$ cat src/rtl/ripemd160_chain_final.sv
// RIPEMD-160 finalisation and chaining stage.
// Combines the left/right line results of each 512-bit block with the chaining
// value H, feeds H back to the round cores, and on the last block of a message
// presents the digest on a valid/ready output.
//
// Handshakes: a transfer happens on a rising clk edge where valid && ready are
// both high; valid never waits on ready; while valid is high and ready is low
// the producer holds its payload stable.
module ripemd160_chain_final #(
  parameter int PIPE_STAGES   = 2,
  parameter bit BYTE_SWAP_OUT = 1,
  parameter int CNT_W         = 16
) (
  input  logic             clk,
  input  logic             rst_n,
  input  logic             in_valid,
  output logic             in_ready,
  input  logic             in_first,
  input  logic             in_last,
  input  logic [159:0]     in_left,
  input  logic [159:0]     in_right,
  output logic [159:0]     chain_h,
  output logic             chain_valid,
  output logic             out_valid,
  input  logic             out_ready,
  output logic [159:0]     out_digest,
  output logic [CNT_W-1:0] out_nblocks,
  output logic             err_seq,
  output logic [1:0]       dbg_state
);

  typedef enum logic [1:0] {S_IDLE, S_ACTIVE, S_BUSY, S_HOLD} state_t;

  localparam logic [159:0] IV = 160'h67452301_efcdab89_98badcfe_10325476_c3d2e1f0;
  localparam logic [1:0]   BUSY_LAST = 2'(PIPE_STAGES);
  localparam logic [CNT_W-1:0] CNT_ONE = {{(CNT_W-1){1'b0}}, 1'b1};

  // Left/right cross terms, word order h0'..h4':
  // {C+D', D+E', E+A', A+B', B+C'}
  function automatic logic [159:0] cross_sum(input logic [159:0] l, input logic [159:0] r);
    cross_sum = {l[95:64]   + r[63:32],
                 l[63:32]   + r[31:0],
                 l[31:0]    + r[159:128],
                 l[159:128] + r[127:96],
                 l[127:96]  + r[95:64]};
  endfunction

  // Word-wise modulo-2^32 addition of five packed words.
  function automatic logic [159:0] add_words(input logic [159:0] a, input logic [159:0] b);
    add_words = {a[159:128] + b[159:128],
                 a[127:96]  + b[127:96],
                 a[95:64]   + b[95:64],
                 a[63:32]   + b[63:32],
                 a[31:0]    + b[31:0]};
  endfunction

  // Reverse the bytes inside each 32-bit word, word positions unchanged.
  function automatic logic [159:0] swap_bytes(input logic [159:0] x);
    for (int w = 0; w < 5; w++) begin
      for (int b = 0; b < 4; b++) begin
        swap_bytes[w*32 + b*8 +: 8] = x[w*32 + (3-b)*8 +: 8];
      end
    end
  endfunction

  state_t             state_q, state_d;
  logic [159:0]       h_q, h_d;
  logic [159:0]       l_q, l_d;
  logic [159:0]       r_q, r_d;
  logic [159:0]       sum_q, sum_d;
  logic [159:0]       dig_q, dig_d;
  logic [CNT_W-1:0]   cnt_q, cnt_d;
  logic [CNT_W-1:0]   nblk_q, nblk_d;
  logic [1:0]         bcnt_q, bcnt_d;
  logic               last_q, last_d;
  logic               err_q, err_d;

  // Adder pipeline: H is rotated so h1 lines up with the h0' terms.
  if (PIPE_STAGES == 1) begin : g_pipe1
    // Single registered three-operand sum.
    always_comb sum_d = add_words({h_q[127:0], h_q[159:128]}, cross_sum(l_q, r_q));
  end else begin : g_pipe2
    logic [159:0] p_q;
    // Register the left+right partial sums first.
    always_ff @(posedge clk or negedge rst_n) begin
      if (!rst_n) p_q <= '0;
      else        p_q <= cross_sum(l_q, r_q);
    end
    always_comb sum_d = add_words({h_q[127:0], h_q[159:128]}, p_q);
  end

  // State and datapath registers.
  always_ff @(posedge clk or negedge rst_n) begin
    if (!rst_n) begin
      state_q <= S_IDLE;
      h_q     <= IV;
      l_q     <= '0;
      r_q     <= '0;
      sum_q   <= '0;
      dig_q   <= '0;
      cnt_q   <= '0;
      nblk_q  <= '0;
      bcnt_q  <= '0;
      last_q  <= 1'b0;
      err_q   <= 1'b0;
    end else begin
      state_q <= state_d;
      h_q     <= h_d;
      l_q     <= l_d;
      r_q     <= r_d;
      sum_q   <= sum_d;
      dig_q   <= dig_d;
      cnt_q   <= cnt_d;
      nblk_q  <= nblk_d;
      bcnt_q  <= bcnt_d;
      last_q  <= last_d;
      err_q   <= err_d;
    end
  end

  // Next-state, sequencing checks and handshake outputs.
  always_comb begin
    state_d     = state_q;
    h_d         = h_q;
    l_d         = l_q;
    r_d         = r_q;
    dig_d       = dig_q;
    cnt_d       = cnt_q;
    nblk_d      = nblk_q;
    bcnt_d      = bcnt_q;
    last_d      = last_q;
    err_d       = err_q;
    in_ready    = 1'b0;
    chain_valid = 1'b0;
    out_valid   = 1'b0;
    case (state_q)
      S_IDLE: begin
        in_ready = 1'b1;
        if (in_valid) begin
          if (in_first) begin
            h_d     = IV;
            cnt_d   = CNT_ONE;
            l_d     = in_left;
            r_d     = in_right;
            last_d  = in_last;
            bcnt_d  = '0;
            state_d = S_BUSY;
          end else begin
            // Continuation block with no open message: drop it.
            err_d = 1'b1;
          end
        end
      end
      S_ACTIVE: begin
        in_ready    = 1'b1;
        chain_valid = 1'b1;
        if (in_valid) begin
          l_d     = in_left;
          r_d     = in_right;
          last_d  = in_last;
          bcnt_d  = '0;
          state_d = S_BUSY;
          if (in_first) begin
            // Unterminated message abandoned; restart from IV.
            err_d = 1'b1;
            h_d   = IV;
            cnt_d = CNT_ONE;
          end else if (cnt_q != '1) begin
            cnt_d = cnt_q + CNT_ONE;
          end
        end
      end
      S_BUSY: begin
        if (bcnt_q == BUSY_LAST) begin
          h_d = sum_q;
          if (last_q) begin
            dig_d   = BYTE_SWAP_OUT ? swap_bytes(sum_q) : sum_q;
            nblk_d  = cnt_q;
            state_d = S_HOLD;
          end else begin
            state_d = S_ACTIVE;
          end
        end else begin
          bcnt_d = bcnt_q + 2'd1;
        end
      end
      S_HOLD: begin
        out_valid = 1'b1;
        if (out_ready) begin
          h_d     = IV;
          state_d = S_IDLE;
        end
      end
      default: state_d = S_IDLE;
    endcase
  end

  assign chain_h     = h_q;
  assign out_digest  = dig_q;
  assign out_nblocks = nblk_q;
  assign err_seq     = err_q;
  assign dbg_state   = state_q;

endmodule
$ cat config.mk
export PLATFORM = sky130hd
export DESIGN_NAME = ripemd160_chain_final
export DESIGN_NICKNAME = d
export VERILOG_FILES = /design/src/rtl/ripemd160_chain_final.sv
export SDC_FILE = /design/constraint.sdc
export NUM_CORES = 2
export LEC_CHECK = 0
export CAP_MARGIN = 20
export CORE_MARGIN = 2
export CORE_UTILIZATION = 45
export CTS_BUF_LIST = sky130_fd_sc_hd__clkbuf_16
export DETAILED_ROUTE_END_ITERATION = 12
export PLACE_DENSITY = 0.68
export SYNTH_ARGS = -nofsm -noshare
export SYNTH_HDL_FRONTEND = slang
export SYNTH_SLANG_ARGS = --single-unit
$ cat constraint.sdc
create_clock -name clk -period 5.1 [get_ports clk]
set_input_delay 0.765 -clock clk [delete_from_list [all_inputs] [get_ports clk]]
set_output_delay 0.765 -clock clk [all_outputs]
set_load 0.005 [all_outputs]
-- After elaboration in Yosys (flattened, before gate mapping)
Cells that the tools add are included.
- add/sub/neg operators: 12
- $mul: 0
- div/mod/pow operators: 0
- magnitude comparators: 0
- equal/unequal tests: 16
- shift operators: 0
- muxes and demuxes: 43
- bitwise logic cells: 0
- reductions and logical operators: 11
- operator list (kind ; number):
    $mux W160 ; 10
    $pmux W160 S2 ; 2
    $pmux W160 S3 ; 1
    $add A32 B32 Y32 ; 10
    $mux W16 ; 5
    $pmux W16 S2 ; 1
    $mux W2 ; 10
    $reduce_and A5 Y1 ; 4
    $add A16 B1 Y16 const B ; 1
    $ne A16 B16 Y1 const B ; 1
    $ne A2 B2 Y1 const B ; 8
    $mux W1 ; 10
    $pmux W2 S4 ; 1
    $reduce_and A4 Y1 ; 2
    $eq A2 B2 Y1 const B ; 3
    $pmux W2 S3 ; 1
    $ne A2 B1 Y1 const B ; 2
    $pmux W1 S2 ; 2
    $ne A3 B3 Y1 const B ; 1
    $reduce_and A3 Y1 ; 1
    $reduce_bool A3 Y1 ; 1
    $add A2 B1 Y2 const B ; 1
    $eq A2 B1 Y1 const B ; 1
    $logic_not A2 Y1 ; 1
    2 further kinds ; 2
- register bits: 998
- bits in latches: 0
- RAM bits: 0
- memory bits (read-only): 0
- logic and storage cells: 94
- memories: 0

-- Logic depth before layout (Yosys ltp)
- word-level depth: 5
- gate-level depth with buffers: 11
- mapped depth without buffers: 11

-- Worst setup path after synthesis
OpenSTA, ideal clock, no wires.
- kind: reg2reg
- from: register l_q[0]
- to: register g_pipe2.p_q[92]
- setup time: 0.127 ns
- arrival: 2.725 ns
- path slack: 2.248 ns
- cell stages (with the launch flop): 12
- buffers on the path: 0
- clock period less this slack: 2.852 ns
- cells stage by stage: dfrtp_1 > ha_1 > fa_1 > a211oi_1 > o21a_1 > o21ai_1 > a22oi_1 > o311ai_1 > a31o_2 > a31oi_1 > o21ai_1 > xor2_1
- longest elaborated chain between the ends: 1
- RTL lines (element ; RTL line ; source):
    start, declared ; 68 ; logic [159:0] l_q, l_d;
    start signal, assigned ; 109 ; l_q <= l_d;
    $add A32 B32 Y32 ; 43 ; l[31:0] + r[159:128],
    end signal, assigned ; 87 ; else p_q <= cross_sum(l_q, r_q);
    end, declared ; 83 ; logic [159:0] p_q;
Every way passes these cells.
A chain may end at the register's enable or synchronous reset.

-- Final worst setup path
Ends and elaborated chain as after synthesis.

==> summary.txt <==
Floorplan
  – Core area: 0.107 sq mm
  – Die width: 332 um
  – Die height: around 330 um
  – Die area: 0.111 sq mm
  – Initial cell density of the core: 0.454
  – # IOs: 668
  – Row cnt: between 100 and 150

Synth
  – Synth unique cells: 76
  – Sequential fraction of the synthesis area: 0.516
  – Syn nets: ~5k
  – Main synth FF type: dfrtp_1
  – Synth warn: 0
  – Asr flop ratio synth: 1.00
  – Synth Cell Area: between 0.04 and 0.05 sq mm
  – Gate Count Post-Synth: about 4.3k
  – Post-Syn Area per Cell: 11.4 sq um
  – Number of synthesized flops with an enable pin: 0
  – Yosys reg bits: roughly 1000

Place
  – PortBufs: 667
  – Global placer's final weighted congestion: around 0.93
  – Post-detail-place hpwl: between 100 and 150 mm

Critical path
  – Crit path capture type: flop
  – FF-to-FF path depth: 11
  – Setup slack, reg-to-reg: 1.69 ns
  – CP Data Arrival Time: between 3 and 4 ns
  – CP max stage delay: 0.44 ns
  – CP startpoint: l_q[0]
  – Critical path's slowest cell: a211oi_1
  – R2R Path End: g_pipe2.p_q[92]
  – CP startpoint kind: flop
  – Reg-to-reg startpoint: l_q[0]
  – Worst path cell trace: ha_1, fa_1, a211oi_1, o21a_1, o21ai_1, a22oi_1, o311ai_1, a31o_2, a31oi_1, o21ai_1, xor2_1
  – Family with the most delay on the worst path: compound AO/OA/AOI/OAI gates
  – Data required time of the worst path: between 5 and 6 ns
  – CP Buf/Inv Count: 0
  – Crit-path max FO: 4
  – CP most frequent cell: o21ai_1
  – Critical path depth in cells: 11
  – Kind of critical path: reg2reg
  – Worst setup endpoint: g_pipe2.p_q[92]

Global routing
  – Overflow left after global routing: 0
  – First-pass GRT wire length: 223 mm
  – Largest net degree at the start of global routing: approximately 150
  – Tot GR Track Use: 0.266
  – Initial antenna violation count: 2
  – Vias in the first global route: approximately 35k

Clock tree
  – CTS tree: yes
  – Max H-tree Level: 3
  – Clock Path Buffers: 3
  – Post-CTS Repair Setup Buffers: 0
  – Worst-Skew Late Latency: 0.72 ns
  – Hold_buf cts: 0
  – Clock transition at the registers of the reported paths: 0.06 ns
  – CTS Root Cell: clkbuf_16
  – CTS resizes: 0
  – Num CTS Buffers: roughly 110
  – CTS Sinks: around 1000

Power and ir drop
  – Pwr/cell area: 824 mW/mm^2
  – Maximum vdd ir drop: a little under 400 uV
  – Leak: 27.0 nW

Run
  – Max Cap Viol: 0

Detailed routing
  – DR pass1 iterations: 6
  – Via-per-instance ratio: 5.54
  – Drt wl/cell: between 20 and 25 um
  – DRC errors left: 0
  – Starting DRC count in detailed routing: ~2.4k
  – Total number of vias: approximately 36k
  – Post-DRT Antenna Nets: 0
  – Overall routed net length: 149 mm

Finish
  – Layout area overhead: 24.1%
  – Nets: 5588
  – Final core occ: 0.563
  – Share of layout cells above drive strength 1: 0.159

STA
  – Fin. max-slew vios: 0
  – Tcrit/Tclk final: 0.669
  – Final Setup Violations: 0
  – Slew margin rel.: 0.329
  – Fmax: between 200 and 300 MHz
  – Worst Max-Slew Pin Slew: 1.01 ns
  – RSZ-0062 raised after global routing: no
  – Hold slack: between 0.1 and 0.15 ns
  – Setup TNS: 0 ns
  – Clk_skew: around 0.033 ns
  – Final Hold Fails: 0
  – Period minus WS final: between 3 and 4 ns

Outcome
  – Status: finished clean

Min path
  – Hold Path Class: in2async
==> placed cells by master, fill, tap and decap left out, types with 80 or more instances in the layout <==
master           synthesis  layout
a21oi_1                258     257
clkbuf_16                0     108
clkdlybuf4s50_1          0     666
nand2_1                346     346
dfstp_2                 80      80
o21ai_0                138     138
nor2_1                 325     324
dfrtp_1                918     918
mux2_2                 498     498
inv_1                   56      83
xor2_1                 113     113
ha_1                   312     312
a21o_1                 172     171
nor3_1                 113     113
nand3_1                143     142
xnor2_1                174     174
==> cell usage after synthesis, types with 56 or more instances <==
library cell / n / area, sq um
a21o_1: 172 / 1290
a21oi_1: 258 / 1290
clkbuf_1: 128 / 480
dfrtp_1: 918 / 23000
dfstp_2: 80 / 2100
ha_1: 312 / 3900
inv_1: 56 / 210
mux2_2: 498 / 5610
nand2_1: 346 / 1300
nand3_1: 143 / 716
nor2_1: 325 / 1220
nor3_1: 113 / 566
o21ai_0: 138 / 691
xnor2_1: 174 / 1520
xor2_1: 113 / 990
==> worst min path at each step <==
stage / startpoint / end / cells past startpoint
2_1_floorplan: g_pipe2.p_q[0] / sum_q[0] / 1
3_3_place_gp: g_pipe2.p_q[0] / sum_q[0] / 1
3_5_place_dp: g_pipe2.p_q[0] / sum_q[0] / 1
4_1_cts: rst_n / l_q[150] / 1
5_1_grt: rst_n / r_q[118] / 1
6_report: rst_n / l_q[150] / 1
==> power breakdown <==
part	switching (mW)	internal, mW
Clock	3.33	4.20
Combinational	14.7	12.1
Sequential	3.11	12.2
Total	21.1	28.5
==> cell type report <==
type | instances | area [sq um]
timing repair buffer | 701 | 7090
tap | 1403 | 1760
clock buffer | 108 | 2700
sequential | 998 | 25100
fill | 9128 | 46800
clock inverter | 95 | 664
antenna | 2 | 5.00
inverter | 56 | 210
multi-input combinational | 3076 | 22800
==> registers in the layout, indices dropped and copies added (netlist names) <==
register     cells
err_seq          1
last_q           1
cnt_q           16
sum_q          160
g_pipe2.p_q    160
out_nblocks     16
dbg_state        2
out_digest     160
r_q            160
l_q            160
chain_h        160
bcnt_q           2
==> per-stage QoR <==
step                      area [sq um]  power, mW  worst slack [ns]  cells
after global placement           56900       41.7              1.57   6234
after detailed placement         56900       42.1              1.55   6234
final                            60300       49.7              1.69   6439
after CTS                        60300       49.8              1.77   6437
after global routing             60300       53.1              1.49   6437
after floorplan                  48600       32.0              2.25   4274
==> routing by layer <==
layer,global-route usage,share of wire,vias to the layer above
li1,-,-,16600
met1,0.351,0.43,17700
met2,0.424,0.46,1068
met3,0.0610,0.069,264
met4,0.111,0.047,0
met5,0,0,-
==> logic make-up after synthesis <==
kind of cell	share of synthesized area
xor+xnor	0.0518
buf+inv	0.0157
mux	0.116
compound gates	0.117
flops	0.516
simple gates	0.0992
fa+ha+maj	0.0845
Power figures use the tool's default switching activity.
